File: config.mk
export PLATFORM = sky130hd
export DESIGN_NAME = instruction_fetch_stage
export DESIGN_NICKNAME = d
export VERILOG_FILES = /design/src/rtl/riscv_fetch_pkg.sv /design/src/rtl/fetch_if_id_reg.sv /design/src/rtl/instruction_fetch_stage.sv
export SDC_FILE = /design/constraint.sdc
export NUM_CORES = 1
export LEC_CHECK = 0
export BUFFER_PORTS_ARGS = -buffer_cell sky130_fd_sc_hd__buf_2
export CAP_MARGIN = 20
export CORE_MARGIN = 2
export CORE_UTILIZATION = 46
export DETAILED_ROUTE_END_ITERATION = 12
export PLACE_DENSITY = 0.77
export SYNTH_ARGS = -nofsm -noshare
export SYNTH_HDL_FRONTEND = slang
export SYNTH_HIERARCHICAL = 1
export SYNTH_SLANG_ARGS = --single-unit
File: constraint.sdc
create_clock -name clk -period 3.2 [get_ports clk]
set_input_delay 0.64 -clock clk [delete_from_list [all_inputs] [get_ports clk]]
set_output_delay 0.64 -clock clk [all_outputs]
set_load 0.03 [all_outputs]
File: src/rtl/riscv_fetch_pkg.sv
// ============================================================================
// riscv_fetch_pkg : shared constants and fetch state encoding for the IF stage
// Revision 1.0
// ============================================================================
`default_nettype none

package riscv_fetch_pkg;

  localparam int          XLEN_DEFAULT = 64;
  localparam logic [31:0] NOP_INSTR    = 32'h0000_0013;  // addi x0, x0, 0

  typedef enum logic [1:0] {
    ST_BOOT = 2'd0,
    ST_RUN  = 2'd1,
    ST_HALT = 2'd2
  } fetch_state_e;

endpackage : riscv_fetch_pkg

`default_nettype wire

File: src/rtl/fetch_if_id_reg.sv
// ============================================================================
// fetch_if_id_reg : IF/ID pipeline register with flush > hold > load priority
// Revision 1.0
// ============================================================================
`default_nettype none

module fetch_if_id_reg
  import riscv_fetch_pkg::*;
#(
  parameter int XLEN = XLEN_DEFAULT
) (
  input  logic            clk,
  input  logic            reset,
  input  logic            load_i,
  input  logic            flush_i,
  input  logic            hold_i,
  input  logic [XLEN-1:0] pc_i,
  input  logic [31:0]     instr_i,
  output logic [XLEN-1:0] pc_o,
  output logic [31:0]     instr_o,
  output logic            valid_o
);

  logic [XLEN-1:0] pc_q;
  logic [31:0]     instr_q;
  logic            valid_q;

  always_ff @(posedge clk or posedge reset) begin
    if (reset) begin
      pc_q    <= '0;
      instr_q <= NOP_INSTR;
      valid_q <= 1'b0;
    end else if (flush_i) begin
      pc_q    <= '0;
      instr_q <= NOP_INSTR;
      valid_q <= 1'b0;
    end else if (load_i && !hold_i) begin
      pc_q    <= pc_i;
      instr_q <= instr_i;
      valid_q <= 1'b1;
    end
  end

  assign pc_o    = pc_q;
  assign instr_o = instr_q;
  assign valid_o = valid_q;

endmodule : fetch_if_id_reg

`default_nettype wire

File: src/rtl/instruction_fetch_stage.sv
// ============================================================================
// instruction_fetch_stage : PC, fetch FSM and IF/ID for the RISC-V front end.
// Optional counters under FETCH_PERF_CNT_EN.                    Revision 1.0
// ============================================================================
`default_nettype none

module instruction_fetch_stage
  import riscv_fetch_pkg::*;
#(
  parameter int              XLEN       = XLEN_DEFAULT,
  parameter logic [XLEN-1:0] RESET_PC   = '0,
  parameter int              IMEM_BYTES = 96
) (
  input  logic            clk,
  input  logic            reset,
  input  logic            stall,
  input  logic            redirect,
  input  logic [XLEN-1:0] redirect_pc,
  output logic [XLEN-1:0] Instr_Addr,
  input  logic [31:0]     Instruction,
  output logic [XLEN-1:0] if_id_pc,
  output logic [31:0]     if_id_instr,
  output logic            if_id_valid,
  output logic            halted
`ifdef FETCH_PERF_CNT_EN
  ,
  output logic [31:0]     fetch_count,
  output logic [31:0]     stall_count
`endif
);

  localparam logic [XLEN-1:0] c_imem_limit = XLEN'(IMEM_BYTES);
  localparam logic [XLEN-1:0] c_pc_step    = XLEN'(4);
  localparam logic [XLEN-1:0] c_align_mask = ~XLEN'(3);

  fetch_state_e    state_q, state_d;
  logic [XLEN-1:0] pc_q, pc_d;
  logic            w_load;
  logic            w_flush;
  logic            w_hold;

  always_ff @(posedge clk or posedge reset) begin
    if (reset) begin
      state_q <= ST_BOOT;
      pc_q    <= RESET_PC;
    end else begin
      state_q <= state_d;
      pc_q    <= pc_d;
    end
  end

  // Redirect wins over everything, including HALT and a concurrent stall.
  always_comb begin
    state_d = state_q;
    pc_d    = pc_q;
    w_load  = 1'b0;
    w_flush = 1'b0;
    w_hold  = 1'b0;
    if (redirect) begin
      pc_d    = redirect_pc & c_align_mask;
      w_flush = 1'b1;
      state_d = ST_RUN;
    end else begin
      case (state_q)
        ST_BOOT: begin
          w_flush = 1'b1;
          state_d = ST_RUN;
        end
        ST_RUN: begin
          if (pc_q >= c_imem_limit) begin
            w_flush = 1'b1;
            state_d = ST_HALT;
          end else if (stall) begin
            w_hold = 1'b1;
          end else begin
            w_load = 1'b1;
            pc_d   = pc_q + c_pc_step;
          end
        end
        ST_HALT: begin
          w_flush = 1'b1;
        end
        default: begin
          w_flush = 1'b1;
          state_d = ST_BOOT;
        end
      endcase
    end
  end

  fetch_if_id_reg #(
    .XLEN (XLEN)
  ) u_if_id (
    .clk     (clk),
    .reset   (reset),
    .load_i  (w_load),
    .flush_i (w_flush),
    .hold_i  (w_hold),
    .pc_i    (pc_q),
    .instr_i (Instruction),
    .pc_o    (if_id_pc),
    .instr_o (if_id_instr),
    .valid_o (if_id_valid)
  );

  assign Instr_Addr = pc_q;
  assign halted     = (state_q == ST_HALT);

`ifdef FETCH_PERF_CNT_EN
  logic [31:0] fetch_count_q;
  logic [31:0] stall_count_q;

  always_ff @(posedge clk or posedge reset) begin
    if (reset) begin
      fetch_count_q <= '0;
      stall_count_q <= '0;
    end else begin
      if (w_load && (fetch_count_q != 32'hFFFF_FFFF)) begin
        fetch_count_q <= fetch_count_q + 32'd1;
      end
      if ((state_q == ST_RUN) && stall && !redirect && (stall_count_q != 32'hFFFF_FFFF)) begin
        stall_count_q <= stall_count_q + 32'd1;
      end
    end
  end

  assign fetch_count = fetch_count_q;
  assign stall_count = stall_count_q;
`endif

endmodule : instruction_fetch_stage

`default_nettype wire

==> key figures <==
Run status
  • Status: completed

Critical path
  • CP required: about 3.5 ns
  • Worst reg2reg endpoint: u_if_id/instr_o[24]
  • Max Fanout on Critical Path: approximately 140
  • Critical Path AT: about 3.2 ns
  • R2R depth: 8
  • R2R Setup Slk: ~0.33 ns
  • Worst setup EP type: flip-flop
  • Type of the worst setup path: flip-flop to flip-flop
  • CP Launch Type: flip-flop
  • Worst Setup SP: Instr_Addr[21]
  • Reg2reg start: Instr_Addr[21]

Routing
  • Wirelength per Cell: 18.2 um
  • Vias per cell: roughly 5.4
  • Routed Antenna Nets: 0
  • Drt drc: 0
  • Initial DRC count: 329
  • Vias: 5886
  • Pre-Repair DR Iteration Count: 5
  • Post-Route WL: ~20 mm

Place
  • GP Congestion: slightly below 0.8
  • Cell Area, Placed: ~9100 um2
  • Dpl hpwl: between 10 and 15 mm
  • Pre-CTS setup slack: about 0.41 ns
  • Dpl cells: roughly 1100
  • Port bufs: ~260

GRT
  • Initial antenna violation count: 0
  • Overflow after GRT: 0
  • Vias in the first global route: slightly below 6000
  • GRT Total Usage: a little under a quarter
  • Largest net degree at the start of global routing: 138
  • First-pass GRT wire length: between 30 and 40 mm

CTS
  • Clock sink count: about 160
  • Clock Path Buffers: 2
  • CTS tree: done
  • CTS resizes: 0
  • H-tree lvl count: 4
  • Root Buffer: clkbuf_16
  • Postcts setup bufs: 0
  • # hold bufs at CTS: 0
  • Worst-path clk slew: approximately 0.060 ns
  • Worst-Skew Late Latency: roughly 0.42 ns
  • Num CTS Buffers: 17

Floorplan
  • Placeable Area: ~16000 um2
  • Initial Util: a little under half
  • Overall die width: 133 um
  • Rows: 47
  • Chip height: around 130 um
  • Die area: 17700 um2
  • Ports: ~260

Final layout
  • Final std cells w/o fill: approximately 1100
  • Antenna cell count: 0
  • Synth-to-Final Area Change: 25.6%
  • Most common cell after layout, fill and taps aside: buf_2
  • Most frequent cells in the layout: buf_2, dfrtp_1, nand2b_1, nand4bb_1, o21ai_0
  • Fin util: about three fifths
  • Fin nets: between 900 and 1000
  • Design area: 9620 um2
  • Fraction of layout cells with a size suffix above 1: 45.7%

Synth
  • Synthesis Warnings: 6
  • Synth Instances: ~630
  • Synthesized area: around 7700 um2
  • Post-synthesis cell type count: 37
  • FF+latch count, synth: roughly 160
  • Mapped Avg Cell Area: 12.1 um2
  • Sequential fraction of the synthesis area: between 50% and 60%

Timing
  • Final-report hold violation count: 0
  • Worst hold slack: ~0.16 ns
  • Clk_skew: about 0.0094 ns
  • Measured slew at the worst slew-check pin: 1.01 ns
  • # setup viols final: 0
  • Relative slew slack: between 30% and 40%
  • Post-layout min period: 2.87 ns
  • Fmax achieved: approximately 350 MHz
  • Setup TNS: 0 ns
  • RSZ-0062 raised after global routing: no
  • Final Max Tran Viols: 0
  • PnR worst setup slack: about 0.33 ns
  • Final period util: 89.8%

Pwr
  • Power per cell area: between 400 and 500 nW/um2
  • VDD IR-drop max: about 0.32 mV
  • Final Total Pwr: between 4 and 5 mW
  • LEAKAGE: 4.50 nW

Worst hold path
  • HP Class: input port to async pin

Job
  • Max Cap Violations: 0
## synth_stat cells
cell       number  share of area, %
nand2_1         2             0.098
o21ai_1         4              0.26
mux2_2         57               8.4
inv_1           6              0.29
and2_2          1             0.098
buf_2          18               1.2
o21ai_2        30               3.4
nand3_1         5              0.33
clkbuf_1       33               1.6
nand4bb_1      93                14
nand2b_1       93               7.6
nor3_1          1             0.065
conb_1          1             0.049
o21ai_0        63               4.1
o21ba_2         1              0.13
or4_1           3              0.29
and3_1          1             0.082
nor2_1         13              0.64
buf_4           3              0.29
nand4_1         3              0.25
dfrtp_1       158                52
nor2b_4         1              0.18
buf_6           2              0.29
a31oi_1         5              0.41
o31ai_1         2              0.20
clkinv_1        1             0.049
nor4_2          4              0.65
nor4_1         10              0.82
dfstp_2         3               1.0
a21oi_1         1             0.065
ha_1            2              0.33
nor2b_1         2              0.16
buf_8           3              0.59
clkbuf_2        3              0.20
mux2i_1         3              0.39
and2_1          1             0.082
a211oi_1        1             0.098
## layout make-up
cell class              instances  area, um2
clock buffers                  21        450
repair buffers                269       1430
flip-flops and latches        161       4030
clock inverters                10       88.8
well taps                     220        275
multi-input cells             406       3320
fillers                      1365       6780
inverters                       7       28.8
## logic make-up (layout without fill, tap and decap cells)
| kind of cell | count (synthesis) | in the layout | synth area share [%] |
|---|---|---|---|
| simple gates | 233 | 233 | 25.0 |
| flops | 161 | 161 | 52.6 |
| compound gates | 107 | 107 | 8.70 |
| buf+inv | 69 | 307 | 4.51 |
| mux | 60 | 60 | 8.77 |
| fa+ha+maj | 2 | 2 | 0.327 |
| other cells | 1 | 4 | 0.0489 |
## worst max-delay path by stage
| stage | end | depth (start not counted) |
|---|---|---|
| 3_5_place_dp | u_if_id/instr_o[20] | 8 |
| 2_1_floorplan | u_if_id/instr_o[10] | 1 |
| 5_1_grt | u_if_id/instr_o[5] | 8 |
| 4_1_cts | u_if_id/instr_o[24] | 8 |
| 6_report | u_if_id/instr_o[24] | 8 |
| 3_3_place_gp | u_if_id/instr_o[24] | 8 |
## critical path: stages, from the launching register on
cell       delay [ns]
dfrtp_1          0.40
nor4_1           0.56
nand4_1          0.24
nor4_1           0.33
buf_4            0.20
nand3_4          0.11
buf_4            0.44
nand4bb_1        0.36
o21ai_0          0.11
## power by group
group,total (mW),switching [mW],internal [mW]
clock,1.88,0.796,1.08
sequential,2.22,0.103,2.12
combinational,0.490,0.312,0.178
## metal layers
metal	vias up	track usage (%)	share of wire (%)
met1	2895	31.1	44
met5	-	0	0
met2	215	36.5	48
li1	2754	-	-
met4	0	7.11	1.3
met3	22	5.71	6.8
## state kept, by name (all words and copies together) (netlist names)
register	count
Instr_Addr	62
state_q	2
u_if_id/instr_o	32
u_if_id/pc_o	64
u_if_id/valid_o	1
Power figures use the tool's default switching activity.
